File: src/rtl/pipelined_adder.sv
// -----------------------------------------------------------------------------
// pipelined_adder
//
// Purpose
//   Pipelined add/subtract unit for the datapath ALU, with ARM-style NZCV flags.
//   The WIDTH-bit operation is cut into STAGES equal slices of SLICE bits.
//   Stage k adds slice k of the operands plus the carry registered by stage k-1.
//   Slices that are already finished travel down the pipe alongside the
//   operands. The last stage doubles as the output register.
//   The unit accepts one operation per cycle while the consumer keeps up.
//
// Parameters
//   WIDTH   operand/result width; WIDTH % STAGES must be 0
//   STAGES  pipeline depth = number of slices, 1 <= STAGES <= WIDTH
//
// Configuration
//   PIPE_ADDER_FLAGS_EN  when defined, NZCV flags are computed and registered.
//                        When undefined, flags is tied to 4'b0000. Sum,
//                        handshake and latency are the same in both builds.
//
// Ports
//   clk        in   1      rising-edge clock
//   reset_n    in   1      asynchronous active-low reset
//   in_valid   in   1      operands/op present
//   in_ready   out  1      unit accepts this cycle (= global advance)
//   a, b       in   WIDTH  operands
//   op         in   2      00 ADD, 01 SUB, 10 ADC, 11 SBC
//   cin        in   1      carry in (ADC/SBC only)
//   out_valid  out  1      result present
//   out_ready  in   1      consumer takes result
//   sum        out  WIDTH  result modulo 2^WIDTH
//   flags      out  4      {N,Z,C,V}
// -----------------------------------------------------------------------------
module pipelined_adder #(
    parameter int WIDTH  = 64,
    parameter int STAGES = 4
) (
    input  logic             clk,
    input  logic             reset_n,
    input  logic             in_valid,
    output logic             in_ready,
    input  logic [WIDTH-1:0] a,
    input  logic [WIDTH-1:0] b,
    input  logic [1:0]       op,
    input  logic             cin,
    output logic             out_valid,
    input  logic             out_ready,
    output logic [WIDTH-1:0] sum,
    output logic [3:0]       flags
);

    localparam int SLICE = WIDTH / STAGES;
    localparam int LAST  = STAGES - 1;

    generate
        if (STAGES < 1 || STAGES > WIDTH || (WIDTH % STAGES) != 0) begin : g_param_check
            $error("pipelined_adder: STAGES must divide WIDTH and lie in 1..WIDTH");
        end
    endgenerate

    // The whole pipe moves as one unit. A bubble still occupies its slot;
    // slots are never collapsed. This keeps latency fixed at STAGES cycles
    // while the consumer keeps up.
    logic adv;
    assign adv      = !out_valid || out_ready;
    assign in_ready = adv;

    // Subtraction is a + ~b + 1. SBC/ADC take the carry from cin instead.
    logic [WIDTH-1:0] b_eff;
    logic             c0;
    assign b_eff = op[0] ? ~b : b;
    assign c0    = op[1] ? cin : op[0];

    // src_* is the view each stage's adder sees. Stage 0 sees the
    // conditioned inputs. Stage k > 0 sees the register of stage k-1.
    logic [WIDTH-1:0] src_a [STAGES];
    logic [WIDTH-1:0] src_b [STAGES];
    logic [WIDTH-1:0] src_s [STAGES];
    logic             src_c [STAGES];
    logic             src_v [STAGES];

    logic [WIDTH-1:0] s_nxt [STAGES];
    logic             c_nxt [STAGES];

    assign src_a[0] = a;
    assign src_b[0] = b_eff;
    assign src_s[0] = '0;
    assign src_c[0] = c0;
    assign src_v[0] = in_valid;

    // Per-stage slice adder. Partial sums keep every slice above the
    // current one at zero. Slice k can therefore be OR-ed into place.
    generate
        for (genvar k = 0; k < STAGES; k++) begin : g_slice
            logic [SLICE:0] part;
            assign part = {1'b0, src_a[k][k*SLICE +: SLICE]}
                        + {1'b0, src_b[k][k*SLICE +: SLICE]}
                        + {{SLICE{1'b0}}, src_c[k]};
            assign c_nxt[k] = part[SLICE];
            assign s_nxt[k] = src_s[k] | (WIDTH'(part[SLICE-1:0]) << (k*SLICE));
        end
    endgenerate

    // Intermediate stages 0..STAGES-2. Data registers have no reset. Their
    // contents only matter when the matching vld_p bit is set.
    generate
        if (STAGES > 1) begin : g_mid
            logic [WIDTH-1:0] a_p   [LAST];
            logic [WIDTH-1:0] b_p   [LAST];
            logic [WIDTH-1:0] s_p   [LAST];
            logic             c_p   [LAST];
            logic             vld_p [LAST];

            always_ff @(posedge clk) begin
                if (adv) begin
                    for (int k = 0; k < LAST; k++) begin
                        a_p[k] <= src_a[k];
                        b_p[k] <= src_b[k];
                        s_p[k] <= s_nxt[k];
                        c_p[k] <= c_nxt[k];
                    end
                end
            end

            always_ff @(posedge clk or negedge reset_n) begin
                if (!reset_n) begin
                    for (int k = 0; k < LAST; k++) begin
                        vld_p[k] <= 1'b0;
                    end
                end else if (adv) begin
                    for (int k = 0; k < LAST; k++) begin
                        vld_p[k] <= src_v[k];
                    end
                end
            end

            // ---- stage boundary: register k feeds adder k+1 ----
            for (genvar k = 0; k < LAST; k++) begin : g_link
                assign src_a[k+1] = a_p[k];
                assign src_b[k+1] = b_p[k];
                assign src_s[k+1] = s_p[k];
                assign src_c[k+1] = c_p[k];
                assign src_v[k+1] = vld_p[k];
            end
        end
    endgenerate

    // ---- final stage: output register ----
    // sum only loads when a valid result arrives. The last result therefore
    // stays on the port after it drains.
    always_ff @(posedge clk or negedge reset_n) begin
        if (!reset_n) begin
            out_valid <= 1'b0;
            sum       <= '0;
        end else if (adv) begin
            out_valid <= src_v[LAST];
            if (src_v[LAST]) begin
                sum <= s_nxt[LAST];
            end
        end
    end

`ifdef PIPE_ADDER_FLAGS_EN
    // V = carry-in(MSB) ^ carry-out(MSB). This equals "both addend MSBs
    // agree and the result MSB differs". The comparison form needs no
    // extra carry tap inside the last slice.
    function automatic logic [3:0] nzcv(input logic [WIDTH-1:0] s,
                                        input logic             a_msb,
                                        input logic             b_msb,
                                        input logic             c_out);
        logic n;
        logic z;
        logic v;
        n = s[WIDTH-1];
        z = (s == '0);
        v = (a_msb == b_msb) && (n != a_msb);
        return {n, z, c_out, v};
    endfunction

    logic [3:0] flags_r;

    always_ff @(posedge clk or negedge reset_n) begin
        if (!reset_n) begin
            flags_r <= 4'b0000;
        end else if (adv && src_v[LAST]) begin
            flags_r <= nzcv(s_nxt[LAST], src_a[LAST][WIDTH-1],
                            src_b[LAST][WIDTH-1], c_nxt[LAST]);
        end
    end

    assign flags = flags_r;
`else
    assign flags = 4'b0000;
`endif

endmodule

File: config.mk
export PLATFORM = sky130hd
export DESIGN_NAME = pipelined_adder
export DESIGN_NICKNAME = d
export VERILOG_FILES = /design/src/rtl/pipelined_adder.sv
export SDC_FILE = /design/constraint.sdc
export NUM_CORES = 1
export LEC_CHECK = 0
export ABC_AREA = 1
export CORE_UTILIZATION = 55
export DETAILED_ROUTE_END_ITERATION = 6
export PLACE_DENSITY = 0.77
export SLEW_MARGIN = 25
export SYNTH_ARGS = -nofsm -noshare
export SYNTH_HDL_FRONTEND = slang
export SYNTH_SLANG_ARGS = --single-unit
File: constraint.sdc
create_clock -name clk -period 11.6 [get_ports clk]
set_input_delay 2.32 -clock clk [delete_from_list [all_inputs] [get_ports clk]]
set_output_delay 2.32 -clock clk [all_outputs]
set_load 0.05 [all_outputs]
==> results by group, run 1 <==
Run status
  – Status: complete, no violations

Global route
  – Grt ovf: 0
  – First-pass GRT wire length: 44130 um
  – Initial antenna violation count: 3
  – Largest net degree at the start of global routing: 86
  – Vias in the first global route: 9239
  – GRT Util Overall: around a fifth

STA
  – Final Hold Fails: 0
  – Slew headroom: 36.26%
  – # setup viols final: 0
  – Final min period: ~6.6 ns
  – Fin. max-slew vios: 0
  – Max Fclk: 151.4 MHz
  – Fin Setup TNS: 0 ns
  – RSZ-0062 raised after global routing: false
  – Final Cycle Share: 56.93%
  – Post-Route Skew: between 0.01 and 0.015 ns
  – Worst Max-Slew Pin Slew: 0.9560 ns

Setup path
  – CP cell instances: clkdlybuf4s50_1 > nor2_4 > inv_8 > clkdlybuf4s50_1
  – Worst setup SP type: input pin
  – Reg2reg start: out_valid
  – CP max stage delay: just over 0.9 ns
  – Slowest-stage cell, CP: clkdlybuf4s50_1
  – CP Class: input pin to primary output
  – Worst EP arrival: 4.28 ns
  – Worst path required time: approximately 9.3 ns
  – Delay-heaviest family, CP: buffers and inverters
  – CP max FO: 85
  – Bufs and invs on worst path: 3
  – Origin of the worst setup path: out_ready
  – Setup crit end kind: primary output
  – CP dominant cell by count: clkdlybuf4s50_1

Route
  – DR DRC count: 0
  – Iteration-0 DRC Markers: 556
  – Routed Antenna Nets: 0
  – DRT Wirelength: 26890 um
  – Vias/cell: approximately 4.9
  – First-pass iteration count of the detailed router: 5
  – DR vias: about 9300
  – Routed length per instance: approximately 14 um

Synth
  – Post-Syn Instances: 1270
  – Largest area contributor in the netlist: edfxtp_1
  – Top cells by area, synth: edfxtp_1 56%, dfrtp_1 11%, nand2_1 9.2%
  – Seq/Total Area, Yosys: 67.42%
  – Top-area cell type share of the netlist area: approximately 56%
  – YS warnings: 0
  – Avg Cell Area, Syn: 12.19 um2
  – Mapped Area: about 15000 um2
  – Yosys reg bits: 359
  – Unique cell type count in the Yosys netlist: 36

Floorplanning
  – Core Box Area: approximately 28000 um2
  – Die Width: 169.8 um
  – Initial core utilization: 55.89%
  – Die Span Y: 169.8 um
  – Die area: 28830 um2
  – I/O pins: 205
  – Cell Rows: 61

Placement
  – Final Wtd Congestion: 0.8393
  – Dpl cell area: roughly 18000 um2
  – Final HPWL DP: 18610 um
  – Port bufs: 200

Layout
  – Final net count: 1694
  – Share of cells above drive strength 1: 7.246%
  – Layout area overhead: 23.38%
  – Fin area: approximately 19000 um2

Worst hold path
  – Hold WC Path Type: flop to flop
  – Hold path start: g_mid.a_p[0][63]

Clock tree
  – CTS tree: yes
  – CTS root buf: clkbuf_16
  – Max Buffers Root-to-Sink: 3
  – Htree depth: 2
  – Setup Buffers After CTS: 0
  – CTS buffer count: 37
  – Resize count post-CTS: 0
  – Hold_buf cts: 0
  – Sink Count: approximately 360
  – Worst-path clk slew: 0.06 ns
  – Clk Latency, worst-skew pair: 0.50 ns

Flow run
  – Max-cap violations: 0

Power and ir drop
  – Leakage power: a little over 0.008 uW
  – P per Cell Area: 274.5 nW/um2
  – Peak VDD IR: 0.1218 mV
cells in the final DEF, fill, tap and decap left out, drive strengths merged, types with 47 or more instances in the layout:
cell type / Yosys / layout
ha: 59 / 59
clkbuf: 2 / 47
clkdlybuf4s50: 0 / 198
inv: 102 / 102
nand2: 402 / 402
edfxtp: 291 / 291
nand3: 62 / 62
xor2: 89 / 89
dfrtp: 68 / 68
nor2: 54 / 54
flip-flops by register name (all words and copies together), names as in the netlist:
register,flops
sum,64
g_mid.a_p,96
g_mid.vld_p,3
out_valid,1
g_mid.b_p,96
g_mid.s_p,96
g_mid.c_p,3
final timing paths:
check,cells past startpoint,slack [ns],end
worst max-delay path,4,5.00,in_ready
worst min-delay path,0,0.41,g_mid.a_p[0][127]
worst max register to register,5,8.61,g_mid.b_p[0][38]
worst min register to register,0,0.41,g_mid.a_p[0][127]
max in group asynchronous,1,9.08,sum[4]
min in group asynchronous,1,1.92,sum[20]
through the flow:
| step | util (%) | instances | worst slack [ns] | hold slack (ns) | total power [uW] |
|---|---|---|---|---|---|
| after CTS | 68.92 | 1896 | 4.985 | 0.4105 | 5292 |
| final | 68.96 | 1899 | 4.996 | 0.4060 | 5244 |
| after detailed placement | 64.46 | 1831 | 4.999 | 0.4045 | 4085 |
| after global placement | 64.45 | 1831 | 5.022 | 0.4002 | 4028 |
| after global routing | 68.95 | 1898 | 4.916 | 0.4212 | 5577 |
| after floorplan | - | 1273 | 0.9670 | 0.4003 | 3573 |
cell usage after synthesis, drive strengths merged:
cell	instances
dfrtp	68
xnor2	4
o21ai	21
nor2	54
conb	1
xor2	89
clkbuf	2
a31oi	4
nand3	62
buf	22
a21oi	42
nand3b	5
fa	8
mux2	1
or2	5
a21o	7
inv	102
edfxtp	291
nand2	402
ha	59
nor3	10
nand4	8
o21bai	3
layout make-up:
| cell class | count | area [um2] |
|---|---|---|
| Antenna cell | 3 | 7.507 |
| Multi-Input combinational cell | 788 | 4526 |
| Timing Repair Buffer | 204 | 2031 |
| Inverter | 102 | 392.9 |
| Clock buffer | 47 | 993.5 |
| Sequential cell | 359 | 10440 |
| Clock inverter | 18 | 241.5 |
| Tap cell | 378 | 473.0 |
| Fill cell | 2004 | 8601 |
where the power goes:
group / switching, uW / internal [uW]
sequential: 162 / 2010
clock: 451 / 738
combinational: 1260 / 619
total: 1880 / 3370
logic make-up after synthesis:
logic type	after synthesis	share of synthesized area, %
compound gates	77	2.925
xor+xnor	93	5.406
fa+ha+maj	67	5.802
buf+inv	126	3.426
flops	359	67.42
mux	1	0.07272
other cells	1	0.02422
simple gates	546	14.92
layer usage:
layer / up-vias / wire, um / GRT usage (%)
met2: 216 / 13570 / 34.02
met4: 0 / 785 / 7.638
li1: 4709 / - / -
met5: - / 0 / 0
met3: 49 / 1057 / 2.892
met1: 4351 / 11480 / 24.33
No activity file was read; power rests on OpenSTA's default activity.
==> run 2, diff against run 1 <==
==> constraint.sdc (replaced) <==
create_clock -name clk -period 6.7 [get_ports clk]
set_input_delay 1.34 -clock clk [delete_from_list [all_inputs] [get_ports clk]]
set_output_delay 1.34 -clock clk [all_outputs]
set_load 0.05 [all_outputs]
==> results by group, run 2 (synthesized netlist as in run 1, its figures left out) <==
Setup path
  – CP Class: input pin to primary output
  – Reg2reg start: out_valid
  – Worst setup SP type: input pin
  – CP cell instances: clkdlybuf4s50_1 > nor2_4 > clkinvlp_4 > clkdlybuf4s50_1
  – Slowest-stage cell, CP: clkdlybuf4s50_1
  – CP max stage delay: 0.72 ns
  – Worst EP arrival: 2.89 ns
  – Setup crit end kind: primary output
  – Reg2reg setup slack: 4.27 ns
  – R2R depth: 5
  – Worst R2R End: g_mid.b_p[0][109]
  – CP dominant cell by count: clkdlybuf4s50_1
  – Worst path required time: roughly 5.4 ns
  – CP max FO: 4

Layout
  – Share of cells above drive strength 1: 6.803%
  – Final net count: 1693
  – Most common cell after layout, fill and taps aside: nand2_1
  – Fin util: 68.42%
  – Most frequent cells in the layout: 379 x nand2_1, 291 x edfxtp_1, 198 x clkdlybuf4s50_1
  – FILL cells: 2073
  – Ant. Diodes: 0
  – Regs by FF count: g_mid.a_p (96), g_mid.b_p (96), g_mid.s_p (96)
  – Layout area overhead: 22.42%
  – Final Non-Filler Cells: 1892

Power and ir drop
  – P per Cell Area: 467.5 nW/um2
  – Leakage power: 0.008158 uW
  – Peak VDD IR: 0.2291 mV
  – Pwr Total: around 8900 uW

Clock tree
  – CTS tree: yes
  – Max Buffers Root-to-Sink: 3
  – Hold_buf cts: 0
  – Worst-path clk slew: 0.06 ns
  – Sink Count: around 360
  – Setup Buffers After CTS: 0
  – Clk Latency, worst-skew pair: around 0.50 ns
  – Htree depth: 2
  – CTS root buf: clkbuf_16
  – Resize count post-CTS: 0
  – CTS buffer count: 36

STA
  – Fin Hold WS: between 0.4 and 0.5 ns
  – Fin. max-slew vios: 0
  – Final Cycle Share: 63.21%
  – Max Fclk: approximately 240 MHz
  – RSZ-0062 raised after global routing: false
  – Worst Max-Slew Pin Slew: about 1.0 ns
  – Fin Setup TNS: 0 ns
  – Final Hold Fails: 0
  – Post-Route Skew: 0.01164 ns
  – Final min period: roughly 4.2 ns
  – # setup viols final: 0
  – Slew headroom: between 30% and 40%

Placement
  – Placed Cells incl. Taps: 1831
  – Final Wtd Congestion: 0.8478
  – Final HPWL DP: 18690 um
  – Port bufs: 200

Route
  – DRT Wirelength: 27220 um
  – Vias/cell: 4.878
  – DR vias: 9229
  – First-pass iteration count of the detailed router: 4
  – Iteration-0 DRC Markers: 511
  – Routed Antenna Nets: 0
  – Routed length per instance: 14.39 um
  – DR DRC count: 0

Global route
  – First-pass GRT wire length: 44190 um
  – Grt ovf: 0
  – GRT Util Overall: 19.60%
  – Initial antenna violation count: 1
  – Largest net degree at the start of global routing: 191
  – Vias in the first global route: 9029

Floorplanning
  – Core Box Area: 27710 um2
  – Cell Rows: 61
  – Die Width: between 150 and 200 um
  – Die area: 28830 um2
  – Die Span Y: 169.8 um
  – Initial core utilization: 55.89%
  – I/O pins: 205

Worst hold path
  – Hold-critical path depth: 0
  – Hold WC Path Type: flop to flop
  – Hold path start: g_mid.s_p[0][10]
  – Hold Path End: g_mid.s_p[0][74]

Run status
  – Status: complete, no violations

Flow run
  – Max-cap violations: 0
==> run 2: cell types whose count changed in the layout (fill, tap and decap cells not counted), sizes merged <==
cell,change
diode,-3
inv,-1
clkbuf,+5
bufinv,-6
clkinvlp,+1
clkinv,-3
==> run 2: stage by stage <==
| stage | setup slack [ns] | area, um2 |
|---|---|---|
| 2_1_floorplan | 0.1435 | 15500 |
| 3_3_place_gp | 2.467 | 17860 |
| 3_5_place_dp | 2.457 | 17870 |
| 4_1_cts | 2.454 | 18950 |
| 5_1_grt | 2.439 | 18960 |
| 6_report | 2.465 | 18960 |
==> run 2: critical path, delay by kind of cell <==
kind                   cells  cell delay, ns
AND/OR/NAND/NOR            1            0.21
buffers and inverters      3            1.33
==> run 2: power breakdown <==
group | internal [uW] | total (uW) | switching, uW
clock | 1080 | 1850 | 770
combinational | 1070 | 3250 | 2170
sequential | 3480 | 3770 | 285
total | 5630 | 8860 | 3230
==> run 2: routing by layer <==
layer | vias to the layer above | global-route usage [%] | wire [um]
li1 | 4694 | - | -
met1 | 4284 | 24.23 | 11380
met2 | 190 | 34.30 | 13790
met3 | 59 | 3.242 | 1118
met4 | 2 | 7.834 | 916
met5 | - | 0 | 17
==> run 2: worst max-delay path by stage <==
stage               from           endpoint  slack (ns)  cells after the start
2_1_floorplan  out_ready  g_mid.a_p[0][100]        0.14                      2
3_3_place_gp   out_ready           in_ready        2.47                      4
3_5_place_dp   out_ready           in_ready        2.46                      4
4_1_cts        out_ready           in_ready        2.45                      4
5_1_grt        out_ready           in_ready        2.44                      4
6_report       out_ready           in_ready        2.47                      4
==> run 2: cell type report <==
class	count	area [um2]	area share [%]
clock buffer	52	1044	5.505
clock inverter	9	42.54	0.2244
inverter	102	389.1	2.053
multi-input combinational	788	4526	23.87
sequential	359	10440	55.07
tap	378	473.0	2.495
timing repair buffer	204	2043	10.78
==> run 3, diff against run 2 <==
--- a/config.mk
+++ b/config.mk
@@ -6,9 +6,9 @@
 export NUM_CORES = 1
 export LEC_CHECK = 0
 export ABC_AREA = 1
-export CORE_UTILIZATION = 55
+export CORE_UTILIZATION = 50
 export DETAILED_ROUTE_END_ITERATION = 6
-export PLACE_DENSITY = 0.77
+export PLACE_DENSITY = 0.73
 export SLEW_MARGIN = 25
 export SYNTH_ARGS = -nofsm -noshare
 export SYNTH_HDL_FRONTEND = slang
==> constraint.sdc (replaced) <==
create_clock -name clk -period 3.8 [get_ports clk]
set_input_delay 0.76 -clock clk [delete_from_list [all_inputs] [get_ports clk]]
set_output_delay 0.76 -clock clk [all_outputs]
set_load 0.05 [all_outputs]
==> results by group, run 3 (synthesized netlist as in run 1, its figures left out) <==
Run status
  – Status: complete, no violations

Layout
  – Regs by FF count: g_mid.a_p (96), g_mid.b_p (96), g_mid.s_p (96)
  – Final net count: ~1700
  – Most frequent cells in the layout: 379 x nand2_1, 291 x edfxtp_1, 197 x clkdlybuf4s50_1
  – Most common cell after layout, fill and taps aside: nand2_1
  – Share of cells above drive strength 1: 7.627%
  – Fin area: 19050 um2
  – Layout area overhead: 23.05%

Clock tree
  – Setup Buffers After CTS: 0
  – Resize count post-CTS: 0
  – Worst-path clk slew: 0.06 ns
  – Hold_buf cts: 0
  – CTS tree: yes
  – CTS root buf: clkbuf_16
  – CTS buffer count: 37
  – Sink Count: ~360
  – Htree depth: 2
  – Max Buffers Root-to-Sink: 3
  – Clk Latency, worst-skew pair: 0.51 ns

Power and ir drop
  – Net Switching: 5752 uW
  – Sw frac: 36.56%
  – Comb pwr share: 36.6%
  – Clk pwr share: 21.3%
  – Internal power: ~10000 uW
  – Seq pwr share: a little over two fifths
  – P per Cell Area: 825.7 nW/um2
  – Peak VDD IR: 0.4861 mV
  – Leakage power: 0.008194 uW

Route
  – DR vias: ~9300
  – DR DRC count: 0
  – Routed Antenna Nets: 0
  – Iteration-0 DRC Markers: 525
  – Vias/cell: 4.853
  – First-pass iteration count of the detailed router: 5
  – DRT Wirelength: 27050 um
  – Routed length per instance: about 14 um

Placement
  – Place WS: 0.7254 ns
  – Final Wtd Congestion: around 0.85
  – Dpl cell area: approximately 18000 um2
  – Port bufs: 200
  – Final HPWL DP: 18940 um

Floorplanning
  – Initial core utilization: about 50%
  – Cell Rows: 64
  – Die area: 31680 um2
  – I/O pins: roughly 210
  – Die Span Y: 178.0 um
  – Die Width: 178.0 um
  – Core Box Area: 30510 um2

Setup path
  – Worst EP arrival: 2.82 ns
  – Worst path required time: between 4 and 5 ns
  – Setup crit end kind: flop
  – Reg2reg setup slack: 1.56 ns
  – Worst setup SP type: input pin
  – CP Class: input pin to flop
  – CP max FO: 4

STA
  – Post-Route Skew: 0.01755 ns
  – Max Fclk: about 390 MHz
  – Fin Hold WS: between 0.3 and 0.4 ns
  – Slew headroom: 36.61%
  – Final Cycle Share: 67.80%
  – Final min period: 2.576 ns
  – RSZ-0062 raised after global routing: false
  – Final setup margin: around 1.2 ns
  – Final Hold Fails: 0
  – Worst Max-Slew Pin Slew: between 0.9 and 1 ns
  – # setup viols final: 0
  – Fin. max-slew vios: 0

Global route
  – Initial antenna violation count: 1
  – Grt ovf: 0
  – First-pass GRT wire length: 43360 um
  – Largest net degree at the start of global routing: 169
  – GRT Util Overall: 17.44%
  – Vias in the first global route: a little over 9000

Worst hold path
  – Hold WC Path Type: input pin to asynchronous set/reset pin

Flow run
  – Max-cap violations: 0
run 3: cell count changes in the layout (fill, tap and decap cells not counted), sizes merged:
cell           previous run  this run
clkbuf                   52        41
clkinvlp                  2         5
buf                       6        10
diode                     0         1
inv                     101       103
clkdlybuf4s50           198       197
bufinv                    0         2
clkinv                    8        16
run 3: power groups by stage:
stage / clock network (uW) / registers (uW) / logic [uW]
after floorplan: 0 / 7880 / 2960
after global placement: 0 / 6650 / 5720
after detailed placement: 0 / 6710 / 5810
after CTS: 3450 / 6640 / 5830
after global routing: 3610 / 6760 / 6400
final: 3350 / 6610 / 5770
run 3: final timing paths:
kind,from,end,depth (start not counted)
worst max-delay path,op[1],g_mid.s_p[0][8],11
worst min-delay path,reset_n,sum[19],1
worst max register to register,g_mid.a_p[0][96],g_mid.s_p[0][168],9
worst min register to register,g_mid.s_p[0][72],g_mid.s_p[0][136],0
max in group asynchronous,reset_n,out_valid,1
min in group clk,g_mid.s_p[0][72],g_mid.s_p[0][136],0
run 3: cell type report:
| cell class | count | area [um2] |
|---|---|---|
| Clock buffer | 41 | 940.9 |
| Sequential cell | 359 | 10440 |
| Fill cell | 2387 | 11450 |
| Inverter | 102 | 386.6 |
| Timing Repair Buffer | 207 | 2072 |
| Multi-Input combinational cell | 788 | 4526 |
| Tap cell | 396 | 495.5 |
| Antenna cell | 1 | 2.502 |
| Clock inverter | 24 | 190.2 |
run 3: per-layer routing:
metal / up-vias / track usage (%) / wire (um) / share of wire [%]
met2: 216 / 30.22 / 13370 / 49
met4: 0 / 7.229 / 939 / 3.5
met1: 4318 / 21.47 / 11530 / 43
li1: 4717 / - / - / -
met5: - / 0 / 0 / 0
met3: 58 / 3.133 / 1210 / 4.5
run 3: per-stage QoR:
step	cells	power, uW	setup TNS (ns)	util, %
floorplan	1273	10840	-635.87	-
global placement	1852	12370	0	58.74
detailed placement	1852	12520	0	58.74
CTS	1917	15920	0	62.45
global route	1918	16760	0	62.45
finish	1918	15730	0	62.45
run 3: worst max-delay path, stage by stage:
cell and delay [ns]:
clkdlybuf4s50_1 0.47, mux2_2 0.34, fa_1 0.41, inv_1 0.09
fa_1 0.22, o21ai_2 0.10, nand2_2 0.08, nand2_4 0.06
nand2_2 0.06, nand2_2 0.06, xor2_2 0.14
